`src/rtl/lockin_pkg.sv`:
```
// Shared types and default widths for the lock-in demodulator.
package lockin_pkg;

    typedef enum logic [1:0] {
        IDLE = 2'd0,
        MAC  = 2'd1,
        DUMP = 2'd2
    } state_t;

    localparam int DEF_NCH  = 2;
    localparam int DEF_DW   = 16;
    localparam int DEF_RW   = 16;
    localparam int DEF_ACCW = 40;
    localparam int DEF_DECW = 16;

endpackage

```
`src/rtl/lockin_mac.sv`:
```
// Registered signed multiplier feeding a single accumulate adder.
// LOCKIN_OVF_SAT_EN selects saturating adds with a clip indication; otherwise the add wraps.
module lockin_mac
    import lockin_pkg::*;
#(
    parameter int DW   = DEF_DW,
    parameter int RW   = DEF_RW,
    parameter int ACCW = DEF_ACCW
) (
    input  logic                   clk,
    input  logic                   rst,
    input  logic signed [DW-1:0]   a,
    input  logic signed [RW-1:0]   b,
    input  logic signed [ACCW-1:0] acc_in,
`ifdef LOCKIN_OVF_SAT_EN
    output logic                   clip,
`endif
    output logic signed [ACCW-1:0] acc_out
);

    logic signed [DW+RW-1:0] prod_reg;
    logic signed [ACCW-1:0]  prod_ext;
    logic signed [ACCW-1:0]  sum;

    always_ff @(posedge clk or posedge rst) begin
        if (rst) begin
            prod_reg <= '0;
        end else begin
            prod_reg <= a * b;
        end
    end

    assign prod_ext = ACCW'(prod_reg);
    assign sum      = acc_in + prod_ext;

`ifdef LOCKIN_OVF_SAT_EN
    localparam logic signed [ACCW-1:0] ACC_MAX = {1'b0, {(ACCW-1){1'b1}}};
    localparam logic signed [ACCW-1:0] ACC_MIN = {1'b1, {(ACCW-1){1'b0}}};

    // Overflow only when both operands share a sign and the sum's sign flips.
    assign clip    = (acc_in[ACCW-1] == prod_ext[ACCW-1]) && (sum[ACCW-1] != acc_in[ACCW-1]);
    assign acc_out = clip ? (acc_in[ACCW-1] ? ACC_MIN : ACC_MAX) : sum;
`else
    assign acc_out = sum;
`endif

endmodule

```
`src/rtl/lockin_demod.sv`:
```
// Multi-channel lock-in demodulator: time-shared I/Q MAC, decimating accumulators, output buffer.
// Build option LOCKIN_OVF_SAT_EN enables saturating accumulators and the sticky ovf flag.
module lockin_demod
    import lockin_pkg::*;
#(
    parameter int NCH  = DEF_NCH,
    parameter int DW   = DEF_DW,
    parameter int RW   = DEF_RW,
    parameter int ACCW = DEF_ACCW,
    parameter int DECW = DEF_DECW,
    localparam int CHW = (NCH > 1) ? $clog2(NCH) : 1
) (
    input  logic                   clk,
    input  logic                   rst,
    input  logic                   in_valid,
    output logic                   in_ready,
    input  logic [NCH*DW-1:0]      in_sample,
    input  logic signed [RW-1:0]   ref_sin,
    input  logic signed [RW-1:0]   ref_cos,
    input  logic [DECW-1:0]        dec_len,
    output logic                   out_valid,
    input  logic                   out_ready,
    output logic [CHW-1:0]         out_ch,
    output logic signed [ACCW-1:0] out_i,
    output logic signed [ACCW-1:0] out_q,
    output logic                   ovf
);

    localparam int NACC = 2 * NCH;
    localparam int STW  = $clog2(NACC + 2);

    state_t                 state_reg, state_next;
    logic [STW-1:0]         step_reg;
    logic [NCH*DW-1:0]      samp_reg;
    logic signed [RW-1:0]   sin_reg, cos_reg;
    logic [DECW-1:0]        len_reg, cnt_reg;
    logic [CHW-1:0]         ch_reg;
    logic signed [ACCW-1:0] acc_reg [NACC];
    logic signed [ACCW-1:0] buf_i [NCH];
    logic signed [ACCW-1:0] buf_q [NCH];

    logic signed [DW-1:0]   samp_ch [NCH];
    logic signed [DW-1:0]   mac_a;
    logic signed [RW-1:0]   mac_b;
    logic signed [ACCW-1:0] acc_cur, acc_sum;
    logic                   acc_en, last_step, window_done;
    logic [DECW:0]          cnt_inc;

    for (genvar gi = 0; gi < NCH; gi++) begin : g_split
        assign samp_ch[gi] = samp_reg[gi*DW +: DW];
    end

    // Step k issues accumulator k's product; step k+1 adds it; step NACC+1 closes the sample.
    always_comb begin
        mac_a   = '0;
        mac_b   = '0;
        acc_cur = '0;
        for (int k = 0; k < NACC; k++) begin
            if (state_reg == MAC && step_reg == STW'(k)) begin
                mac_a = samp_ch[k/2];
                mac_b = (k % 2 == 0) ? cos_reg : sin_reg;
            end
            if (step_reg == STW'(k + 1)) begin
                acc_cur = acc_reg[k];
            end
        end
    end

    assign acc_en      = (state_reg == MAC) && (step_reg != '0) && (step_reg <= STW'(NACC));
    assign last_step   = (step_reg == STW'(NACC + 1));
    assign cnt_inc     = {1'b0, cnt_reg} + 1'b1;
    assign window_done = (cnt_inc >= {1'b0, len_reg});

`ifdef LOCKIN_OVF_SAT_EN
    logic mac_clip;
    logic ovf_reg;

    lockin_mac #(.DW(DW), .RW(RW), .ACCW(ACCW)) u_mac (
        .clk     (clk),
        .rst     (rst),
        .a       (mac_a),
        .b       (mac_b),
        .acc_in  (acc_cur),
        .clip    (mac_clip),
        .acc_out (acc_sum)
    );

    always_ff @(posedge clk or posedge rst) begin
        if (rst) begin
            ovf_reg <= 1'b0;
        end else if (acc_en && mac_clip) begin
            ovf_reg <= 1'b1;
        end
    end
    assign ovf = ovf_reg;
`else
    lockin_mac #(.DW(DW), .RW(RW), .ACCW(ACCW)) u_mac (
        .clk     (clk),
        .rst     (rst),
        .a       (mac_a),
        .b       (mac_b),
        .acc_in  (acc_cur),
        .acc_out (acc_sum)
    );
    assign ovf = 1'b0;
`endif

    always_ff @(posedge clk or posedge rst) begin
        if (rst) begin
            state_reg <= IDLE;
        end else begin
            state_reg <= state_next;
        end
    end

    always_comb begin
        state_next = state_reg;
        case (state_reg)
            IDLE: if (in_valid) state_next = MAC;
            MAC:  if (last_step) state_next = window_done ? DUMP : IDLE;
            DUMP: if (out_ready && ch_reg == CHW'(NCH - 1)) state_next = IDLE;
            default: state_next = IDLE;
        endcase
    end

    always_comb begin
        in_ready  = (state_reg == IDLE);
        out_valid = (state_reg == DUMP);
    end

    always_ff @(posedge clk or posedge rst) begin
        if (rst) begin
            step_reg <= '0;
            samp_reg <= '0;
            sin_reg  <= '0;
            cos_reg  <= '0;
            len_reg  <= '0;
            cnt_reg  <= '0;
            ch_reg   <= '0;
            for (int k = 0; k < NACC; k++) acc_reg[k] <= '0;
            for (int c = 0; c < NCH; c++) begin
                buf_i[c] <= '0;
                buf_q[c] <= '0;
            end
        end else begin
            case (state_reg)
                IDLE: begin
                    if (in_valid) begin
                        samp_reg <= in_sample;
                        sin_reg  <= ref_sin;
                        cos_reg  <= ref_cos;
                        step_reg <= '0;
                        if (cnt_reg == '0) begin
                            len_reg <= (dec_len == '0) ? DECW'(1) : dec_len;
                        end
                    end
                end
                MAC: begin
                    for (int k = 0; k < NACC; k++) begin
                        if (acc_en && step_reg == STW'(k + 1)) acc_reg[k] <= acc_sum;
                    end
                    if (last_step) begin
                        step_reg <= '0;
                        if (window_done) begin
                            cnt_reg <= '0;
                            ch_reg  <= '0;
                            for (int c = 0; c < NCH; c++) begin
                                buf_i[c] <= acc_reg[2*c];
                                buf_q[c] <= acc_reg[2*c+1];
                            end
                            for (int k = 0; k < NACC; k++) acc_reg[k] <= '0;
                        end else begin
                            cnt_reg <= cnt_inc[DECW-1:0];
                        end
                    end else begin
                        step_reg <= step_reg + 1'b1;
                    end
                end
                DUMP: begin
                    if (out_ready) begin
                        ch_reg <= (ch_reg == CHW'(NCH - 1)) ? '0 : ch_reg + 1'b1;
                    end
                end
                default: ;
            endcase
        end
    end

    assign out_ch = ch_reg;
    assign out_i  = buf_i[ch_reg];
    assign out_q  = buf_q[ch_reg];

endmodule
```
`config.mk`:
```
export PLATFORM = sky130hd
export DESIGN_NAME = lockin_demod
export DESIGN_NICKNAME = d
export VERILOG_FILES = /design/src/rtl/lockin_pkg.sv /design/src/rtl/lockin_mac.sv /design/src/rtl/lockin_demod.sv
export SDC_FILE = /design/constraint.sdc
export NUM_CORES = 2
export LEC_CHECK = 0
export ABC_CLOCK_PERIOD_IN_PS = 19100
export BUFFER_PORTS_ARGS = -buffer_cell sky130_fd_sc_hd__buf_2
export CORE_MARGIN = 2
export CORE_UTILIZATION = 35
export CTS_BUF_LIST = sky130_fd_sc_hd__clkbuf_8
export DETAILED_ROUTE_END_ITERATION = 12
export SYNTH_ARGS = -nofsm -noshare
export SYNTH_HDL_FRONTEND = slang
export SYNTH_SLANG_ARGS = --single-unit
```
`constraint.sdc`:
```
create_clock -name clk -period 19.1 [get_ports clk]
set_clock_uncertainty 0.2 [all_clocks]
set_input_delay 2.865 -clock clk [delete_from_list [all_inputs] [get_ports clk]]
set_output_delay 2.865 -clock clk [all_outputs]
set_load 0.02 [all_outputs]
```
## Yosys cells after proc, flatten, opt, wreduce, memory -nomap -nowiden

Index checks and enable logic that the tools add are counted.

- Register bits: 454
- Input port bits: 84
- Output and inout port bits: 84
- Logic and storage cells: 102

- $add $sub $neg: 4
- Multiply operators: 1
- Order comparisons: 3
- Equality and inequality tests: 12
- Muxes and demuxes: 39
- Bitwise operators: 1
- Reductions and logical operators: 25

Operators by type and width:

| operator | count |
|---|---|
| two-way mux 40 bit | 14 |
| two-way mux 160 bit | 2 |
| two-way mux 16 bit | 10 |
| adder 40 x 32 -> 40 bit | 1 |
| zero test 16 bit | 2 |
| multiplier 16 x 16 -> 32 bit | 1 |
| adder 16 x 1 -> 17 bit, second input constant | 1 |
| greater-or-equal comparator 17 x 16 -> 1 bit | 1 |
| logical AND 1 bit | 11 |
| AND reduction 3 bit | 3 |
| two-way mux 2 bit | 4 |
| == test 3 x 2 -> 1 bit, second input constant | 2 |
| == test 3 bit, second input constant | 2 |
| two-way mux 3 bit | 2 |
| inequality test 2 bit, second input constant | 3 |
| one-hot mux 2 bit (3 select lines) | 1 |
| one-hot mux 3 bit (2 select lines) | 1 |
| AND reduction 2 bit | 3 |
| two-way mux 1 bit | 4 |
| inequality test 2 x 1 -> 1 bit, second input constant | 2 |
| AND reduction 4 bit | 1 |
| nonzero test 2 bit | 2 |
| adder 3 x 1 -> 3 bit, second input constant | 1 |
| == test 3 x 1 -> 1 bit, second input constant | 1 |
| other kinds (10) | 10 |

## Depth between registers and ports, before layout

- Word-level depth: 9
- Mapped depth: 31

## Modules after synthesis

A second synthesis with hierarchy kept.

- Cell total of the unflattened synthesis: 3298
- Area total of the unflattened synthesis: 32082.0 um2

By module, submodules not included:

| module | times used | cells an instance | area an instance (um2) |
|---|---|---|---|
| lockin_demod | 1 | 1922 | 19528.7 |
| lockin_mac | 1 | 1376 | 12553.3 |

## Least setup slack after synthesis

OpenSTA, ideal clock, no wires.

- Path type: flip-flop to flip-flop
- Start point: register step_reg[0]
- End point: register u_mac.prod_reg[28]
- Library setup time: 0.080 ns
- Arrival: 7.676 ns
- Data required time: 18.820 ns
- Path slack: 11.144 ns
- Stages on the path, launching flop included: 32
- Path through: dfrtp_1 -> clkbuf_1 -> and2_1 -> ha_1 -> clkbuf_1 -> nor2_1 -> nor2_1 -> buf_2 -> a22o_1 -> clkbuf_1 -> nand2_1 -> fa_1 -> inv_1 -> fa_1 -> inv_1 -> fa_1 -> inv_1 -> fa_1 -> fa_1 -> inv_1 -> fa_1 -> inv_1 -> ha_1 -> clkbuf_1 -> a21o_1 -> a31o_2 -> a221oi_1 -> o31ai_1 -> o21ai_0 -> o21ai_0 -> a211oi_1 -> xnor2_1

- Word-level cells in the longest chain between the ends: 7
- Elaborated cells between the ends (all ways): 17

RTL lines:

| item | line | text |
|---|---|---|
| start: declaration | lockin_demod.sv:33 | `logic [STW-1:0] step_reg;` |
| start signal: assignment | lockin_demod.sv:176 | `step_reg <= step_reg + 1'b1;` |
| zero test 3 bit | lockin_demod.sv:59 | `if (state_reg == MAC && step_reg == STW'(k)) begin` |
| logical AND 1 bit | lockin_demod.sv:59 |  |
| two-way mux 16 bit (4 in a row) | lockin_demod.sv:59 |  |
| multiplier 16 x 16 -> 32 bit (*) | lockin_mac.sv:29 | `prod_reg <= a * b;` |
| end signal: assignment | lockin_mac.sv:29 |  |
| end: declaration | lockin_mac.sv:21 | `logic signed [DW+RW-1:0] prod_reg;` |

Mark *: on every way between the ends. The rest lies on a longest branch, timed or not.
A chain may end at the register's enable or synchronous reset.

## Worst setup path in the final report

- Start point: register step_reg[2]
- End point: register u_mac.prod_reg[28]

The elaborated chain is that of the path after synthesis.

==> results.yml <==
grt:
  grt_pass1_vias: 23670
  antenna_found_initial: 1
  grt_pass1_wl_mm: 137.4
  grt_usage_pct: 18.63
  grt_overflow: 0
  grt_start_max_net_pins: 132
timing:
  hold_viol: 0
  worst_pin_slew_ps: 1212
  min_period_ps: 9015
  setup_viol: 0
  timing.fmax_ghz: 0.1109
  setup_tns_ps: 0
  rsz0062_at_grt: "no"
  finalCritPeriodShare_pct: 47.20
  final_max_slew_viol_count: 0
  slew_headroom_pct: 18.13
  setup_ws_ps: 10090
clock_tree:
  cts_setup_buffers: 0
  cts.htree.levels: 3
  ctsHoldBuffers: 0
  insertion_delay_ps: 690
  cts_tree: "built"
  cts-root-buf: "clkbuf_8"
  clock_sinks: 454
  cts_made_buffers: 79
  clk_pin_slew_ps: 60
  cts_resized: 0
  clockBufferDepth: 3
setup_path:
  worst_ep_required_time_ps: 19520
  start_kind: "flip-flop"
  critPathMaxFanout: 47
  worst_path_max_delay_cell: "nor2_2"
  crit_buf_inv: 6
  cp.arrival_ps: 9430
  cpLargestDelayFamily: "adder cells"
  crit_type: "reg2reg"
  critPathMaxStageDelay_ps: 850
  end_kind: "flip-flop"
detailed_routing:
  first_iter_violations: 1779
  postRouteAntennaNets: 0
  remaining_drc_errors: 0
  routed_via_density: 5.132
  totalWireLength_mm: 85.99
  via_count: 23490
  dr.pass1.iters: 5
  wl_per_cell_um: 18.79
final_layout:
  final_nets: 3822
  drive_gt1_share_pct: 19.36
  fin_area_um2: 35680
  fin_cells: 4576
  synthToLayoutAreaGrowth_pct: 11.42
  largest_register_ffs: 160
  layout_common_cells: "dfrtp_1, inv_1, nand2_1, mux2_2, fa_1"
  final_common_cell: "dfrtp_1"
placement:
  post-dp-hpwl_mm: 61.82
  dp.cells: 4430
  pre_cts_slack_ps: 10100
  dpl-instance-area_um2: 33980
  gp_congestion: 0.9193
  port_buffers: 166
synthesis:
  yosys.area.top_type: "dfrtp_1"
  yosysTopAreaCellShare_pct: 35.47
  seq_area_frac_synth_pct: 35.47
  synthFlopType: "dfrtp_1"
  yosysWarnings: 0
  ys_types: 79
  async_flop_share_pct: 100.0
  synth_seq_cells: 454
  syn_area_per_cell_um2: 9.949
  syn-num-nets: 3706
  syn-instance-count: 3219
  synth_edf_count: 0
  ys_top_cells_by_area: "dfrtp_1, fa_1, mux2_2"
  synth.cell_area_um2: 32030
status:
  status: "finished clean"
die:
  fp.dieH_um: 306.5
  ios: 168
  die_w_um: 306.5
  initial_core_util_pct: 35.47
  fp.dieArea_um2: 93940
  row_count: 110
  core_um2: 90290
run:
  max_cap_viol_count: 0
worst_hold_path:
  hp-class: "reg2reg"
==> worst min-delay path: stages (launching register included) <==
cell	delay [ps]
dfrtp_1	330
nand2_1	40
o21ai_0	60
==> through the flow <==
stage / hold WS, ps / utilization, %
floorplan: 244.4 / -
global placement: 256.7 / 37.63
detailed placement: 266.2 / 37.63
CTS: 279.3 / 39.52
global route: 293.0 / 39.52
finish: 271.3 / 39.52
==> synthesized netlist by cell type (45+ instances only) <==
cell / n
ha_1: 140
a22oi_1: 56
nand2_1: 332
nand3_1: 130
a21o_1: 45
xnor2_1: 54
dfrtp_1: 454
mux2_2: 303
fa_1: 263
nor2_1: 252
o21ai_0: 205
a21oi_1: 146
clkbuf_1: 117
inv_1: 350
==> cell families after synthesis <==
kind of cell | after synthesis | synth area share (%)
compound gates | 584 | 11.30
xor+xnor | 77 | 2.106
fa+ha+maj | 403 | 21.91
buf+inv | 518 | 6.329
flops | 454 | 35.47
mux | 309 | 10.84
other cells | 1 | 0.01171
simple gates | 873 | 12.03
==> layout make-up <==
type                            count  area, um2
Clock inverter                     45      340.3
Tap cell                         1176       1471
Fill cell                        9005      54600
Antenna cell                        2      5.005
Clock buffer                       99       1363
Multi-Input combinational cell   2247      18710
Inverter                          350       1321
Timing Repair Buffer              203       1109
Sequential cell                   454      11360
==> final timing paths <==
check                                             start                      endpoint  slack, ps  cells past startpoint
worst max-delay path            step_reg[2]$_DFFE_PP0P_  u_mac.prod_reg[28]$_DFF_PP0_      10090                     26
worst min-delay path               buf_i[1]$_DFFE_PP0P_          buf_i[1]$_DFFE_PP0P_        270                      2
worst max register to register  step_reg[2]$_DFFE_PP0P_  u_mac.prod_reg[28]$_DFF_PP0_      10090                     26
worst min register to register     buf_i[1]$_DFFE_PP0P_          buf_i[1]$_DFFE_PP0P_        270                      2
max in group asynchronous                           rst       acc_reg[24]$_DFFE_PP0N_      14290                      4
min in group asynchronous                           rst         buf_q[44]$_DFFE_PP0P_       2160                      2
==> routing by layer <==
layer	up-vias	wire [um]	GRT usage [%]
met1	11640	39310	25.99
met3	120	5192	3.487
met2	676	39760	29.94
met4	0	1719	4.537
met5	-	0	0
li1	11050	-	-
Power is left out: the tool's default activity adds up to more than one toggle a clock period on the data nets, which glitch-free logic cannot reach.
